**config.mk**
```make
export PLATFORM = sky130hd
export DESIGN_NAME = mem_arbiter_flat
export DESIGN_NICKNAME = d
export VERILOG_FILES = /design/src/rtl/mem_arbiter_if.sv /design/src/rtl/mem_arbiter.sv /design/src/flat_wrapper.sv
export SDC_FILE = /design/constraint.sdc
export NUM_CORES = 1
export LEC_CHECK = 0
export CORE_MARGIN = 1.5
export CORE_UTILIZATION = 56
export DETAILED_ROUTE_END_ITERATION = 10
export DONT_BUFFER_PORTS = 1
export PLACE_DENSITY = 0.74
export SYNTH_ARGS = -nofsm -noshare
export SYNTH_HDL_FRONTEND = slang
export SYNTH_SLANG_ARGS = --single-unit
export TNS_END_PERCENT = 50
```
**constraint.sdc**
```tcl
create_clock -name ph1 -period 1.45 [get_ports ph1]
set_input_delay 0.29 -clock ph1 [delete_from_list [all_inputs] [get_ports ph1]]
set_output_delay 0.29 -clock ph1 [all_outputs]
set_load 0.03 [all_outputs]
```
**src/rtl/mem_arbiter_if.sv**
```systemverilog
// Bus bundle between the two requesters, the arbiter and the memory port.
// The arbiter takes the slave view; the requester/memory side takes the master view.
interface mem_arbiter_if;
    logic       cpu_req;
    logic       cpu_we;
    logic [7:0] cpu_adr;
    logic [7:0] cpu_wdata;
    logic       dma_req;
    logic       dma_we;
    logic [7:0] dma_adr;
    logic [7:0] dma_wdata;
    logic       cpu_gnt;
    logic       dma_gnt;
    logic       cpu_done;
    logic       dma_done;
    logic       err;
    logic [7:0] rdata;
    logic [7:0] mem_adr;
    logic [7:0] mem_wdata;
    logic       mem_read;
    logic       mem_write;
    logic       mem_ready;
    logic [7:0] mem_rdata;

    modport slave (
        input  cpu_req, cpu_we, cpu_adr, cpu_wdata,
        input  dma_req, dma_we, dma_adr, dma_wdata,
        input  mem_ready, mem_rdata,
        output cpu_gnt, dma_gnt, cpu_done, dma_done, err, rdata,
        output mem_adr, mem_wdata, mem_read, mem_write
    );

    modport master (
        output cpu_req, cpu_we, cpu_adr, cpu_wdata,
        output dma_req, dma_we, dma_adr, dma_wdata,
        output mem_ready, mem_rdata,
        input  cpu_gnt, dma_gnt, cpu_done, dma_done, err, rdata,
        input  mem_adr, mem_wdata, mem_read, mem_write
    );
endinterface

```
**src/rtl/mem_arbiter.sv**
```systemverilog
// Two-master (CPU/DMA) memory arbiter: CPU-priority with a starvation cap for DMA,
// single outstanding access with a wait-state timeout.
module mem_arbiter #(
    parameter int unsigned STARVE_LIMIT = 4,
    parameter int unsigned TIMEOUT      = 15
) (
    input  logic         ph1,
    input  logic         reset_b,
    mem_arbiter_if.slave bus
);
    localparam int unsigned SW = $clog2(STARVE_LIMIT + 1);
    localparam int unsigned WW = $clog2(TIMEOUT + 1);

    typedef enum logic [1:0] {IDLE, ACCESS, DONE} state_t;

    state_t        state_q;
    logic [SW-1:0] starve_q;
    logic [WW-1:0] wait_q;
    logic          owner_dma_q;
    logic          we_q;
    logic          cpu_gnt_q, dma_gnt_q;
    logic          cpu_done_q, dma_done_q;
    logic          err_q;
    logic [7:0]    rdata_q;
    logic [7:0]    mem_adr_q, mem_wdata_q;
    logic          mem_read_q, mem_write_q;

    logic          dma_wins_d;
    logic          sel_we_d;
    logic [7:0]    sel_adr_d, sel_wdata_d;
    logic [WW-1:0] wait_d;
    logic          finish_d;

    always_comb begin
        // NOTE: every signal gets a default first so no path leaves it unassigned (no latch).
        dma_wins_d  = 1'b0;
        sel_we_d    = bus.cpu_we;
        sel_adr_d   = bus.cpu_adr;
        sel_wdata_d = bus.cpu_wdata;
        if (bus.dma_req && (!bus.cpu_req || starve_q == SW'(STARVE_LIMIT))) begin
            dma_wins_d  = 1'b1;
            sel_we_d    = bus.dma_we;
            sel_adr_d   = bus.dma_adr;
            sel_wdata_d = bus.dma_wdata;
        end
        wait_d   = wait_q + WW'(1);
        // Ready in the last allowed cycle completes normally rather than timing out.
        finish_d = bus.mem_ready || (wait_d == WW'(TIMEOUT));
    end

    always_ff @(posedge ph1 or negedge reset_b) begin
        if (!reset_b) begin
            state_q     <= IDLE;
            starve_q    <= '0;
            wait_q      <= '0;
            owner_dma_q <= 1'b0;
            we_q        <= 1'b0;
            cpu_gnt_q   <= 1'b0;
            dma_gnt_q   <= 1'b0;
            cpu_done_q  <= 1'b0;
            dma_done_q  <= 1'b0;
            err_q       <= 1'b0;
            rdata_q     <= '0;
            mem_adr_q   <= '0;
            mem_wdata_q <= '0;
            mem_read_q  <= 1'b0;
            mem_write_q <= 1'b0;
        end else begin
            // NOTE: sequential state uses non-blocking assignments so every register sees pre-edge values.
            cpu_gnt_q  <= 1'b0;
            dma_gnt_q  <= 1'b0;
            cpu_done_q <= 1'b0;
            dma_done_q <= 1'b0;
            case (state_q)
                IDLE: begin
                    if (bus.cpu_req || bus.dma_req) begin
                        owner_dma_q <= dma_wins_d;
                        we_q        <= sel_we_d;
                        mem_adr_q   <= sel_adr_d;
                        mem_wdata_q <= sel_wdata_d;
                        mem_read_q  <= !sel_we_d;
                        mem_write_q <= sel_we_d;
                        wait_q      <= '0;
                        state_q     <= ACCESS;
                        if (dma_wins_d) begin
                            dma_gnt_q <= 1'b1;
                            starve_q  <= '0;
                        end else begin
                            cpu_gnt_q <= 1'b1;
                            if (bus.dma_req && starve_q != SW'(STARVE_LIMIT))
                                starve_q <= starve_q + SW'(1);
                        end
                    end
                end
                ACCESS: begin
                    if (!bus.mem_ready)
                        wait_q <= wait_d;
                    if (finish_d) begin
                        err_q       <= !bus.mem_ready;
                        if (bus.mem_ready && !we_q)
                            rdata_q <= bus.mem_rdata;
                        mem_read_q  <= 1'b0;
                        mem_write_q <= 1'b0;
                        cpu_done_q  <= !owner_dma_q;
                        dma_done_q  <= owner_dma_q;
                        state_q     <= DONE;
                    end
                end
                DONE:    state_q <= IDLE;
                default: state_q <= IDLE;
            endcase
        end
    end

    assign bus.cpu_gnt   = cpu_gnt_q;
    assign bus.dma_gnt   = dma_gnt_q;
    assign bus.cpu_done  = cpu_done_q;
    assign bus.dma_done  = dma_done_q;
    assign bus.err       = err_q;
    assign bus.rdata     = rdata_q;
    assign bus.mem_adr   = mem_adr_q;
    assign bus.mem_wdata = mem_wdata_q;
    assign bus.mem_read  = mem_read_q;
    assign bus.mem_write = mem_write_q;
endmodule

```
**src/flat_wrapper.sv**
```systemverilog
// flat-port wrapper written by rule: the top's interface ports become plain ports
module mem_arbiter_flat 
#(
    parameter int unsigned STARVE_LIMIT = 4,
    parameter int unsigned TIMEOUT      = 15
)
  (ph1, reset_b, bus_cpu_req, bus_cpu_we, bus_cpu_adr, bus_cpu_wdata, bus_dma_req, bus_dma_we, bus_dma_adr, bus_dma_wdata, bus_mem_ready, bus_mem_rdata, bus_cpu_gnt, bus_dma_gnt, bus_cpu_done, bus_dma_done, bus_err, bus_rdata, bus_mem_adr, bus_mem_wdata, bus_mem_read, bus_mem_write);
  mem_arbiter_if bus_i ();
  input  logic ph1;
  input  logic reset_b;
  input wire logic [$bits(bus_i.cpu_req)-1:0] bus_cpu_req;
  input wire logic [$bits(bus_i.cpu_we)-1:0] bus_cpu_we;
  input wire logic [$bits(bus_i.cpu_adr)-1:0] bus_cpu_adr;
  input wire logic [$bits(bus_i.cpu_wdata)-1:0] bus_cpu_wdata;
  input wire logic [$bits(bus_i.dma_req)-1:0] bus_dma_req;
  input wire logic [$bits(bus_i.dma_we)-1:0] bus_dma_we;
  input wire logic [$bits(bus_i.dma_adr)-1:0] bus_dma_adr;
  input wire logic [$bits(bus_i.dma_wdata)-1:0] bus_dma_wdata;
  input wire logic [$bits(bus_i.mem_ready)-1:0] bus_mem_ready;
  input wire logic [$bits(bus_i.mem_rdata)-1:0] bus_mem_rdata;
  output wire logic [$bits(bus_i.cpu_gnt)-1:0] bus_cpu_gnt;
  output wire logic [$bits(bus_i.dma_gnt)-1:0] bus_dma_gnt;
  output wire logic [$bits(bus_i.cpu_done)-1:0] bus_cpu_done;
  output wire logic [$bits(bus_i.dma_done)-1:0] bus_dma_done;
  output wire logic [$bits(bus_i.err)-1:0] bus_err;
  output wire logic [$bits(bus_i.rdata)-1:0] bus_rdata;
  output wire logic [$bits(bus_i.mem_adr)-1:0] bus_mem_adr;
  output wire logic [$bits(bus_i.mem_wdata)-1:0] bus_mem_wdata;
  output wire logic [$bits(bus_i.mem_read)-1:0] bus_mem_read;
  output wire logic [$bits(bus_i.mem_write)-1:0] bus_mem_write;
  assign bus_i.cpu_req = bus_cpu_req;
  assign bus_i.cpu_we = bus_cpu_we;
  assign bus_i.cpu_adr = bus_cpu_adr;
  assign bus_i.cpu_wdata = bus_cpu_wdata;
  assign bus_i.dma_req = bus_dma_req;
  assign bus_i.dma_we = bus_dma_we;
  assign bus_i.dma_adr = bus_dma_adr;
  assign bus_i.dma_wdata = bus_dma_wdata;
  assign bus_i.mem_ready = bus_mem_ready;
  assign bus_i.mem_rdata = bus_mem_rdata;
  assign bus_cpu_gnt = bus_i.cpu_gnt;
  assign bus_dma_gnt = bus_i.dma_gnt;
  assign bus_cpu_done = bus_i.cpu_done;
  assign bus_dma_done = bus_i.dma_done;
  assign bus_err = bus_i.err;
  assign bus_rdata = bus_i.rdata;
  assign bus_mem_adr = bus_i.mem_adr;
  assign bus_mem_wdata = bus_i.mem_wdata;
  assign bus_mem_read = bus_i.mem_read;
  assign bus_mem_write = bus_i.mem_write;
  mem_arbiter #(.STARVE_LIMIT(STARVE_LIMIT), .TIMEOUT(TIMEOUT)) u_core (.ph1(ph1), .reset_b(reset_b), .bus(bus_i));
endmodule
```
==> Word-level counts from Yosys, hierarchy flattened <==
Cells that the tools add are included.
{ "classes": {"n_addsub": 2, "eq_ne": 7, "mux": 27, "reduce_logical": 21} }
{ "op_table": {"columns": ["op", "count"], "rows": [
  ["8-bit two-way mux", 2],
  ["1-bit two-way mux", 15],
  ["3-bit AND reduction", 4],
  ["4-bit two-way mux", 2],
  ["4-bit one-hot mux with 2 select lines", 1],
  ["3-bit two-way mux", 2],
  ["2-bit AND reduction", 3],
  ["1-bit zero test", 5],
  ["4-bit by 1-bit adder with 4-bit output (second input constant)", 1],
  ["4-bit == test (second input constant)", 1],
  ["2-bit two-way mux", 2],
  ["2-bit by 1-bit != test with 1-bit output (second input constant)", 2],
  ["1-bit one-hot mux with 2 select lines", 2],
  ["2-bit one-hot mux with 2 select lines", 1],
  ["2-bit nonzero test", 2],
  ["3-bit by 1-bit adder with 3-bit output (second input constant)", 1],
  ["3-bit == test (second input constant)", 1],
  ["1-bit logical AND", 3],
  ["1-bit logical OR", 3],
  ["3-bit != test (second input constant)", 1],
  ["2-bit by 1-bit == test with 1-bit output (second input constant)", 1],
  ["2-bit zero test", 1],
  ["2-bit != test (second input constant)", 1]
]} }
{ "totals": {"ff_bits": 42, "out_inout_bits": 31, "elab_cells": 72} }

==> Longest topological paths before layout <==
{ "logic_depth": {"depth_word": 7, "ltp_mapped": 8, "depth_no_buf": 6} }

==> Least setup slack after synthesis <==
OpenSTA, ideal clock, no wires.
{ "synth_path": {"kind": "register to register", "startpoint": "register u_core.starve_q[0]", "endpoint": "register u_core.we_q", "setup_time_ns": 0.133, "arrival_time_ns": 1.412, "path_slack_ns": -0.095, "path_stages_with_launch": 7, "path_buffers": 0, "synth_period_minus_slack_ns": 1.545, "path_cell_list": "dfrtp_1 > inv_1 > ha_1 > a21bo_1 > and3_1 > or3_1 > a21boi_1"} }
{ "synth_via": {"elab_chain_len": 4} }
{ "synth_lines": {"columns": ["element", "line_no", "text"], "rows": [
  ["start, declared", "mem_arbiter.sv:17", "logic [SW-1:0] starve_q;"],
  ["start signal, assigned", "mem_arbiter.sv:91", "starve_q <= starve_q + SW'(1);"],
  ["3-bit == test", "mem_arbiter.sv:40", "if (bus.dma_req && (!bus.cpu_req || starve_q == SW'(STARVE_LIMIT))) begin"],
  ["1-bit logical OR", "mem_arbiter.sv:40", null],
  ["1-bit logical AND", "mem_arbiter.sv:40", null],
  ["1-bit two-way mux", "mem_arbiter.sv:40", null],
  ["end signal, assigned", "mem_arbiter.sv:78", "we_q <= sel_we_d;"],
  ["end, declared", "mem_arbiter.sv:20", "logic we_q;"]
]} }
No other way between the ends.
A chain may end at the register's enable or synchronous reset.

==> Final worst setup path <==
{ "layout_path": {"startpoint": "register u_core.starve_q[1]", "endpoint": "register u_core.we_q"} }
The elaborated chain is that of the path after synthesis.

==> impl_metrics.toml <==
[cells_and_area]
multiInputGateArea_sq_um = 857
areaGrowthSynthToFinish_pct = 16.5
insertedDiodeCount = 0
final_cell_area_sq_um = 2220
drive_above_1_share_pct = 30.9
fin_cells = 235
final-seq-area_sq_um = 1050
fillers = 251
fin_nets = 241

[die]
design.core.area_sq_um = 3150
start_util_pct = 60.4
die_w_microns = 61.3
fp-row-count = 20
die_area_sq_um = 3760
fp.dieH_microns = 61.3
ios = 78

[global_route]
grt_pass1_vias = 1303
grt_max_degree = 43
grtUsageTotal_pct = 21.2
antenna_found_initial = 0
grt_overflow = 0
grt_pass1_wl_mm = 5.72

[place]
dpl.cell_count = 221
gp_congestion = 0.785
dp_hpwl_mm = 2.84
port_buffers = 0
place_area_sq_um = 2000

[clock_tree]
insertion_delay_ns = 0.36
cts_root_buf = "clkbuf_4"
cts.sinks = 42
cts_tree = "done"
h-tree-depth = 2
cts_buffers = 5
clk_path_buf_depth = 2
clkSlewWorstSetupHoldPaths_ns = 0.14

[route]
vias = 1360
drt-initial-drc-count = 64
postRouteWirelength_mm = 4.06
drc_errors = 0
routed_wire_length_per_instance_microns = 17.3
ant_nets = 0
viasPerCell = 5.79
dr.pass1.iters = 4

[status]
violations = "negative setup slack"
status = "finished, violations left"

[setup_path]
cp_max_fo = 4
crit_arrival_ns = 1.76
cp-startpoint = "u_core.starve_q[1]$_DFFE_PN0P_"
start_kind = "flip-flop"
end_kind = "flip-flop"
r2r-start = "u_core.starve_q[1]$_DFFE_PN0P_"
worstPathRequired_ns = 1.71
reg2reg_slack_ns = -0.05
r2r-end = "u_core.we_q$_DFFE_PN0P_"
endpoint = "u_core.we_q$_DFFE_PN0P_"
critPathKind = "flip-flop to flip-flop"
reg2reg_depth = 6

[timing]
maxSlewHeadroom_pct = 78.0
tightest_slew_ns = 0.330
period_share_pct = 104
finClkSkew_ns = 0.0137
fin_crit_ns = 1.50
drv_slew = 0
fmaxAchievable_mhz = 665
hold_ws_ns = 0.0281
hold_violations = 0
setup_viol = 4
fin_ws_ns = -0.0535
rsz0062_at_grt = "yes"

[yosys]
synthTopCellsByArea = "dfrtp_1 55%, nand2_1 8.1%, mux2_2 5.3%, a22oi_2 4.6%, a22oi_1 3.5%"
yosys_most_used_dff = "dfrtp_1"
synth_top_area_cell = "dfrtp_1"
synth_top_area_share_pct = 55.2
synthTopCellsByCount = "42 x dfrtp_1, 41 x nand2_1, 10 x o21ai_0, 9 x a22oi_1, 9 x mux2_2"
synthCells = 172
synth_nets = 223
synth_edf_count = 0
ys_async_sr_fraction_pct = 100
yosysMostFrequentCell = "dfrtp_1"
yosysSeqAreaShare_pct = 55.2
syn_area_per_cell_sq_um = 11.1
synth_cell_types = 37
syn_area_sq_um = 1910
ys_ff_latch = 42
yosys_warnings = 0

[pwr]
peakVddDrop_uv = 1120
p_leak_uw = 0.00103
power_density_nw_per_um2 = 2170

[hold_path]
hold_path.class = "input port to flip-flop"

[flow_run]
maxCapViolCount = 0
[registers in the layout, indices dropped and copies added (netlist names), 2 cells and up]
register,count
u_core.bus.mem_adr,8
u_core.bus.mem_wdata,8
u_core.bus.rdata,8
u_core.starve_q,3
u_core.state_q,2
u_core.wait_q,4
[routing by layer]
layer  up-vias  GRT usage, %  wire length (microns)
met3         9          5.67                    308
met4         0          10.9                     76
met2        59          37.2                   2230
li1        636             -                      -
met5         -             0                      0
met1       656          23.4                   1440
[cells by family (layout without fill, tap and decap cells)]
family	count (synthesis)	count (layout)	share of synthesized area, %
muxes	9	9	5.32
xor gates and xnor gates	3	3	1.38
buffers and inverters	12	31	3.87
adders and majority gates	4	4	2.63
AOI/OAI and AO/OA	40	40	16.9
DFF	42	42	55.2
and+or+nand+nor	62	62	14.7
[area by class of cell]
cell class	instances	area share [%]
Sequential cell	42	47.4
Multi-Input combinational cell	118	38.6
Timing Repair Buffer	17	7.72
Tap cell	44	2.48
Clock buffer	5	1.69
Clock inverter	3	1.13
Inverter	6	1.01
[timing repair]
item	CTS	global route
endpoints found under the hold margin	42	0
setup buffers	1	2
pin swaps	1	17
hold buffers	2	0
setup endpoints to repair	19	25
gates cloned	0	1
resized for setup	5	13
[cell usage in the layout (no fill, tap or decap), types with 2 or more instances in the layout]
cell / n
dfrtp_1: 42
nand2_1: 41
a22oi_2: 16
buf_4: 12
mux2_2: 9
o21ai_0: 8
clkbuf_4: 5
inv_1: 4
nand3_1: 4
xor2_1: 3
nor2_1: 3
inv_2: 2
nand3b_1: 2
nor2b_1: 2
o21ai_1: 2
o211a_1: 2
and3_1: 2
a21boi_1: 2
o211ai_1: 2
ha_1: 2
[power by group]
part	internal, uW	switching [uW]	leakage, uW
clock network	198	405	0.0000318
logic	724	708	0.000474
registers	1650	1140	0.000529
total	2570	2260	0.00103
[worst min-delay path by stage]
stage / start / to / slack (ns) / depth (start not counted)
after floorplan: reset_b / u_core.bus.cpu_done$_DFF_PN0_ / -0.006 / 0
after global placement: reset_b / u_core.wait_q[3]$_DFFE_PN0P_ / -0.005 / 0
after detailed placement: reset_b / u_core.wait_q[1]$_DFFE_PN0P_ / -0.005 / 0
after CTS: bus_cpu_adr[6] / u_core.bus.mem_adr[6]$_DFFE_PN0P_ / 0.02 / 2
after global routing: bus_cpu_adr[0] / u_core.bus.mem_adr[0]$_DFFE_PN0P_ / 0.01 / 2
final: bus_cpu_adr[6] / u_core.bus.mem_adr[6]$_DFFE_PN0P_ / 0.03 / 2
[per-stage QoR]
step                TNS, ns  util [%]  total power (uW)  setup slack [ns]
floorplan            -0.121         -              3670           -0.0161
global placement    -0.0164      63.6              3960           -0.0164
detailed placement   -0.578      63.6              4070           -0.0618
CTS                 -0.0602      67.4              4730           -0.0367
global route          -1.09      70.4              5130            -0.104
finish              -0.0781      70.4              4820           -0.0535
[worst max-delay path, cell delays in order, from the launching register on]
cell      delay (ns)
dfrtp_1         0.39
inv_2           0.05
ha_4            0.15
a21bo_4         0.21
and3_1          0.14
or3_1           0.32
a21boi_1        0.13
Note: power is estimated with default switching activity, not from simulation.
